## src/rtl/hls_stream_engine_pkg.sv

```systemverilog
// Shared types and constants for the HLS stream engine control/completion tracker.
package hls_stream_engine_pkg;

   localparam int unsigned DEF_N_IN  = 2;
   localparam int unsigned DEF_N_OUT = 1;
   localparam int unsigned DEF_CNT_W = 16;
   localparam int unsigned DEF_TO_W  = 16;

   localparam int unsigned STATE_W = 2;
   typedef logic [STATE_W-1:0] state_t;

   localparam state_t ST_IDLE = 2'd0;
   localparam state_t ST_RUN  = 2'd1;
   localparam state_t ST_DONE = 2'd2;
   localparam state_t ST_ERR  = 2'd3;

   typedef logic [1:0] err_code_t;

   localparam err_code_t ERR_NONE     = 2'b00;
   localparam err_code_t ERR_TIMEOUT  = 2'b01;
   localparam err_code_t ERR_OVERFLOW = 2'b10;

endpackage

```

## src/rtl/hls_stream_cnt.sv

```systemverilog
// One monitored stream channel: captures length/enable at job start, counts handshakes,
// flags completion and handshakes beyond the programmed length.
module hls_stream_cnt
   import hls_stream_engine_pkg::*;
#(
   parameter int unsigned CNT_W = DEF_CNT_W
) (
   input  logic             clk_i,
   input  logic             rst_ni,
   input  logic             clear_i,
   input  logic             load_i,
   input  logic             run_i,
   input  logic             en_i,
   input  logic [CNT_W-1:0] len_i,
   input  logic             valid_i,
   input  logic             ready_i,
   output logic [CNT_W-1:0] cnt_o,
   output logic             done_nxt_c_o,
   output logic             inc_c_o,
   output logic             ovf_c_o
);

   logic [CNT_W-1:0] cnt_q, cnt_d;
   logic [CNT_W-1:0] len_q, len_d;
   logic             en_q, en_d;
   logic             hs;
   logic             full;

   assign hs   = valid_i & ready_i;
   assign full = (cnt_q == len_q);

   // A beat arriving when already full is an overflow and never increments, so no wrap.
   assign inc_c_o = run_i & en_q & hs & ~full;
   assign ovf_c_o = run_i & en_q & hs & full;

   always_comb begin
      cnt_d = cnt_q;
      len_d = len_q;
      en_d  = en_q;
      if (clear_i) begin
         cnt_d = '0;
      end else if (load_i) begin
         cnt_d = '0;
         len_d = len_i;
         en_d  = en_i;
      end else if (inc_c_o) begin
         cnt_d = cnt_q + CNT_W'(1);
      end
   end

   // Completion as seen next cycle, so the top can register its reductions.
   assign done_nxt_c_o = (cnt_d == len_d) | ~en_d;

   always_ff @(posedge clk_i or negedge rst_ni) begin
      if (!rst_ni) begin
         cnt_q <= '0;
         len_q <= '0;
         en_q  <= 1'b0;
      end else begin
         cnt_q <= cnt_d;
         len_q <= len_d;
         en_q  <= en_d;
      end
   end

   assign cnt_o = cnt_q;

endmodule

```

## src/rtl/hls_stream_engine_ctrl.sv

```systemverilog
// Control and completion tracker for an HLS streaming datapath: ap_start/ready/done/idle
// generation, per-channel transfer counting, stall watchdog and overflow detection.
module hls_stream_engine_ctrl
   import hls_stream_engine_pkg::*;
#(
   parameter int unsigned N_IN  = DEF_N_IN,
   parameter int unsigned N_OUT = DEF_N_OUT,
   parameter int unsigned CNT_W = DEF_CNT_W,
   parameter int unsigned TO_W  = DEF_TO_W
) (
   input  logic                        clk_i,
   input  logic                        rst_ni,
   input  logic                        clear_i,
   input  logic                        start_i,
   input  logic [N_IN-1:0]             in_en_i,
   input  logic [N_OUT-1:0]            out_en_i,
   input  logic [N_IN-1:0][CNT_W-1:0]  in_len_i,
   input  logic [N_OUT-1:0][CNT_W-1:0] out_len_i,
   input  logic [TO_W-1:0]             timeout_i,
   input  logic [N_IN-1:0]             in_valid_i,
   input  logic [N_IN-1:0]             in_ready_i,
   input  logic [N_OUT-1:0]            out_valid_i,
   input  logic [N_OUT-1:0]            out_ready_i,
   output logic                        ap_start_o,
   output logic                        idle_o,
   output logic                        ready_o,
   output logic                        done_o,
   output logic                        err_o,
   output logic [1:0]                  err_code_o,
   output logic [N_IN-1:0][CNT_W-1:0]  in_cnt_o,
   output logic [N_OUT-1:0][CNT_W-1:0] out_cnt_o
);

   state_t          state_q, state_d;
   logic [TO_W-1:0] wd_q, wd_d;
   logic [TO_W-1:0] to_q, to_d;
   err_code_t       err_code_q, err_code_d;
   logic            src_done_q, src_done_d;
   logic            ap_start_q, ap_start_d;
   logic            idle_q, idle_d;
   logic            ready_q, ready_d;
   logic            done_q, done_d;
   logic            err_q, err_d;

   logic             run, load;
   logic [N_IN-1:0]  in_done_nxt, in_inc, in_ovf;
   logic [N_OUT-1:0] out_done_nxt, out_inc, out_ovf;
   logic             any_inc, any_ovf, to_evt;

   assign run  = (state_q == ST_RUN);
   assign load = (state_q == ST_IDLE) & start_i & ~clear_i;

   for (genvar i = 0; i < N_IN; i++) begin : g_in
      hls_stream_cnt #(.CNT_W(CNT_W)) u_cnt (
         .clk_i        (clk_i),
         .rst_ni       (rst_ni),
         .clear_i      (clear_i),
         .load_i       (load),
         .run_i        (run),
         .en_i         (in_en_i[i]),
         .len_i        (in_len_i[i]),
         .valid_i      (in_valid_i[i]),
         .ready_i      (in_ready_i[i]),
         .cnt_o        (in_cnt_o[i]),
         .done_nxt_c_o (in_done_nxt[i]),
         .inc_c_o      (in_inc[i]),
         .ovf_c_o      (in_ovf[i])
      );
   end

   for (genvar o = 0; o < N_OUT; o++) begin : g_out
      hls_stream_cnt #(.CNT_W(CNT_W)) u_cnt (
         .clk_i        (clk_i),
         .rst_ni       (rst_ni),
         .clear_i      (clear_i),
         .load_i       (load),
         .run_i        (run),
         .en_i         (out_en_i[o]),
         .len_i        (out_len_i[o]),
         .valid_i      (out_valid_i[o]),
         .ready_i      (out_ready_i[o]),
         .cnt_o        (out_cnt_o[o]),
         .done_nxt_c_o (out_done_nxt[o]),
         .inc_c_o      (out_inc[o]),
         .ovf_c_o      (out_ovf[o])
      );
   end

   // Only counted beats are progress; an overflowing beat can coincide with a timeout.
   assign any_inc = (|in_inc) | (|out_inc);
   assign any_ovf = (|in_ovf) | (|out_ovf);
   assign to_evt  = run & ~any_inc & (to_q != '0) & (wd_q == to_q - TO_W'(1));

   always_comb begin
      state_d    = state_q;
      wd_d       = wd_q;
      to_d       = to_q;
      err_code_d = err_code_q;
      case (state_q)
         ST_IDLE: begin
            if (start_i) begin
               state_d = ST_RUN;
               wd_d    = '0;
               to_d    = timeout_i;
            end
         end
         ST_RUN: begin
            wd_d = (any_inc || to_q == '0) ? '0 : wd_q + TO_W'(1);
            if (any_ovf || to_evt) begin
               state_d = ST_ERR;
               if (to_evt)  err_code_d = err_code_d | ERR_TIMEOUT;
               if (any_ovf) err_code_d = err_code_d | ERR_OVERFLOW;
            end else if (src_done_q) begin
               state_d = ST_DONE;
            end
         end
         ST_DONE: state_d = ST_IDLE;
         ST_ERR:  state_d = ST_ERR;
         default: state_d = ST_IDLE;
      endcase
      if (clear_i) begin
         state_d    = ST_IDLE;
         wd_d       = '0;
         err_code_d = ERR_NONE;
      end
      src_done_d = (state_d == ST_RUN) & (&out_done_nxt);
      ready_d    = (state_d == ST_RUN) & (&in_done_nxt);
      ap_start_d = (state_d == ST_RUN) & ~ready_d;
      idle_d     = (state_d == ST_IDLE);
      done_d     = (state_d == ST_DONE);
      err_d      = (state_d == ST_ERR);
   end

   always_ff @(posedge clk_i or negedge rst_ni) begin
      if (!rst_ni) begin
         state_q    <= ST_IDLE;
         wd_q       <= '0;
         to_q       <= '0;
         err_code_q <= ERR_NONE;
         src_done_q <= 1'b0;
         ap_start_q <= 1'b0;
         idle_q     <= 1'b1;
         ready_q    <= 1'b0;
         done_q     <= 1'b0;
         err_q      <= 1'b0;
      end else begin
         state_q    <= state_d;
         wd_q       <= wd_d;
         to_q       <= to_d;
         err_code_q <= err_code_d;
         src_done_q <= src_done_d;
         ap_start_q <= ap_start_d;
         idle_q     <= idle_d;
         ready_q    <= ready_d;
         done_q     <= done_d;
         err_q      <= err_d;
      end
   end

   assign ap_start_o = ap_start_q;
   assign idle_o     = idle_q;
   assign ready_o    = ready_q;
   assign done_o     = done_q;
   assign err_o      = err_q;
   assign err_code_o = err_code_q;

endmodule

```

## config.mk

```make
export PLATFORM = sky130hd
export DESIGN_NAME = hls_stream_engine_ctrl
export DESIGN_NICKNAME = d
export VERILOG_FILES = /design/src/rtl/hls_stream_engine_pkg.sv /design/src/rtl/hls_stream_cnt.sv /design/src/rtl/hls_stream_engine_ctrl.sv
export SDC_FILE = /design/constraint.sdc
export NUM_CORES = 1
export LEC_CHECK = 0
export BUFFER_PORTS_ARGS = -buffer_cell sky130_fd_sc_hd__buf_2
export CAP_MARGIN = 10
export CORE_MARGIN = 4
export CORE_UTILIZATION = 40
export CTS_CLUSTER_DIAMETER = 80
export CTS_CLUSTER_SIZE = 16
export DETAILED_ROUTE_END_ITERATION = 16
export PLACE_DENSITY = 0.55
export REMOVE_ABC_BUFFERS = 1
export SLEW_MARGIN = 20
export SYNTH_ARGS = -nofsm -noshare
export SYNTH_HDL_FRONTEND = slang
export SYNTH_HIERARCHICAL = 1
export SYNTH_SLANG_ARGS = --single-unit
```

## constraint.sdc

```tcl
create_clock -name clk_i -period 5.8 [get_ports clk_i]
set_input_delay 0.29 -clock clk_i [delete_from_list [all_inputs] [get_ports clk_i]]
set_output_delay 0.29 -clock clk_i [all_outputs]
set_load 0.005 [all_outputs]
```

==> metrics.cfg <==
[synthesis]
synth_edf_count=0
yosysMostFrequentCell=dfrtp_1
synth_cells=884
yosysWarnings=6
synth.distinct_cells=65
seq_area_frac_synth=0.398
syn-cell-area_um2=8880
synthTopCellsByArea=dfrtp_1 39%, xnor2_1 8.3%, mux2_2 7.1%
synth_top_area_cell=dfrtp_1
synth_area_per_cell_um2=10.0
synthArstFlopShare=1.00
synth_common_cells=140 x dfrtp_1, 84 x xnor2_1, 69 x nand2_1, 56 x mux2_2
synth_seq_cells=141
ys.flop_type=dfrtp_1
synth_top_area_frac=0.395

[setup_path]
cp-endpoint=ap_start_o$_DFF_PN0_
worstPathRequired_ns=6.11
cp-start-kind=register
crit_fanout=17
startpoint=state_q[1]$_DFF_PN0_
worst_ep_arrival_time_ns=4.11
r2r_start=state_q[1]$_DFF_PN0_
endpoint_kind=register
timing.reg2reg.setup_slack_ns=2.00
worstRegToRegCells=13
path_class=reg -> reg
reg2reg_to=ap_start_o$_DFF_PN0_

[timing]
setup_violations=0
finalCritPeriodShare=0.656
fin_hold_ws_ns=0.0812
rsz0062_at_grt=false
timing.fmax_mhz=263
tightest_slew_ns=1.08
setup_slack_ns=2.00
tns_ns=0
max-slew-margin-rel=0.278
period_needed_ns=3.80
drv_slew=0
fin_skew_ns=0.0113
hold_viol=0

[power]
p_leak_nw=4.53
powerDensity_nw_per_um2=301
peakVddDrop_mv=0.226

[clock_network]
root_buffer=clkbuf_16
clockBufferDepth=2
cts-buffers-inserted=17
clkTransAtPathRegs_ns=0.06
clk_latency_ns=0.43
htree_levels=4
cts_tree=done
cts-resized-gates=0
clock-sinks=141

[outcome]
status=completed

[floorplan]
initial_core_util=0.407
dieWidth_um=157
die_y_um=157
ios=132
rows=54
fp.coreArea_um2=21800
die-area_um2=24600

[worst_hold_path]
hold_class=in -> reg
hold_path_depth=3

[place]
portBuffers=131
detailed_place_hpwl_um=16800
gp_congestion=0.797
place_area_um2=9710
dp_slack_ns=2.02

[drt]
antenna_left=0
wl_um=23400
wl_per_cell_um=18.1
viasPerCell=5.55
drt-initial-drc-count=379
drtPass1Iterations=5
via_count=7183
drc=0

[grt]
grt_max_degree=76
grtUsageTotal=0.194
grt_pass1_vias=6993
grt_first_pass_wirelength_um=37700
antenna_found_initial=0
overflow=0

[finish]
diodes=0
fin_area_um2=10400
layout.nets=1085
drive_gt1_frac=0.276
areaGrowthSynthToFinish_pct=16.8

[run]
maxCapViolCount=0

## stage by stage
step / std cells / total power, mW / utilization
2_1_floorplan: 843 / 1.71 / -
4_1_cts: 1294 / 3.16 / 0.475
6_report: 1294 / 3.12 / 0.475
5_1_grt: 1294 / 3.28 / 0.475
3_5_place_dp: 1262 / 1.92 / 0.445
3_3_place_gp: 1262 / 1.91 / 0.445
## how the worst min path moves through the flow
stage             startpoint              endpoint  slack, ns
3_3_place_gp          rst_ni  to_q[10]$_DFFE_PN0P_       0.38
5_1_grt        timeout_i[14]  to_q[14]$_DFFE_PN0P_       0.08
6_report        timeout_i[0]   to_q[0]$_DFFE_PN0P_       0.08
3_5_place_dp          rst_ni  to_q[10]$_DFFE_PN0P_       0.38
4_1_cts         timeout_i[0]   to_q[0]$_DFFE_PN0P_       0.06
2_1_floorplan         rst_ni  ap_start_o$_DFF_PN0_     -0.006
## state kept, by name (all words and copies together), names as in the netlist
signal / flops
g_in.u_cnt/cnt_o: 32
g_in.u_cnt/len_q: 32
g_out.u_cnt/cnt_o: 16
g_out.u_cnt/len_q: 16
to_q: 16
wd_q: 16
err_code_o: 2
g_in.u_cnt/en_q: 2
state_q: 2
ap_start_o: 1
done_o: 1
err_o: 1
g_out.u_cnt/en_q: 1
idle_o: 1
ready_o: 1
src_done_q: 1
## final cells by class
cell class / instances / area, µm²
Tap cell: 280 / 350
Fill cell: 2100 / 11500
Clock inverter: 11 / 189
Clock buffer: 20 / 457
Multi-Input combinational cell: 685 / 5040
Sequential cell: 141 / 3530
Inverter: 17 / 63.8
Timing Repair Buffer: 140 / 732
## where the power goes
part           total (mW)  switching (mW)  internal, mW
logic               0.654           0.334         0.320
registers            1.24           0.122          1.12
clock network        1.22           0.441         0.783
## layer usage
layer  vias to the layer above  global-route usage  part of all wire
met5                         -                   0                 0
met3                        29              0.0374             0.049
li1                       3527                   -                 -
met4                         0              0.0558             0.018
met2                       179               0.296              0.45
met1                      3448               0.282              0.48
## critical path: stages, from the launching register on
cell and delay (ns):
dfrtp_1 0.43, nor2_1 0.13, nand2_1 0.08, nor2_1 0.44, nor2b_2 0.93, mux2i_1 0.42
inv_1 0.13, nor3_1 0.14, mux2i_1 0.10, a32oi_1 0.26, and4_1 0.24, a41o_1 0.18
nand2_1 0.06, a21boi_1 0.12
## layout by cell type (no fill, tap or decap), types with 6 or more instances in the layout
cell type	netlist	layout
o211ai_1	15	15
nand4_1	47	47
and3_1	11	11
dfrtp_1	140	140
buf_4	3	8
xnor2_2	6	6
clkbuf_16	0	17
ha_1	6	6
or4_1	25	25
mux2_2	56	56
o211a_1	10	10
o21a_1	6	6
or2_2	14	14
xor2_1	12	12
inv_1	17	17
buf_2	9	130
or3_1	9	9
nor4_1	17	17
o21ai_0	14	14
nand3_1	50	50
a32oi_1	6	6
nor3_1	21	21
xnor2_1	84	84
and4_1	11	11
nand2_1	69	69
and2_1	16	16
a21o_1	21	21
nor2_1	50	50
o211ai_2	12	12
mux2i_1	15	15
a21oi_1	8	8
## logic make-up (layout without fill, tap and decap cells)
kind of cell,after synthesis,count (layout),share of synthesized area
AND/OR/NAND/NOR,374,374,0.241
flip-flops,141,141,0.398
AO/OA/AOI/OAI,128,128,0.115
XOR/XNOR,105,105,0.113
multiplexers,72,72,0.0892
buffers and inverters,58,188,0.0348
adder cells (fa/ha/maj),6,6,0.00846
## repair_timing
item                                   in CTS  in global routing
buffers inserted                            0                  0
endpoints found under the hold margin      73                  0
hold buffers                                1                  0
Note: power is estimated with default switching activity, not from simulation.
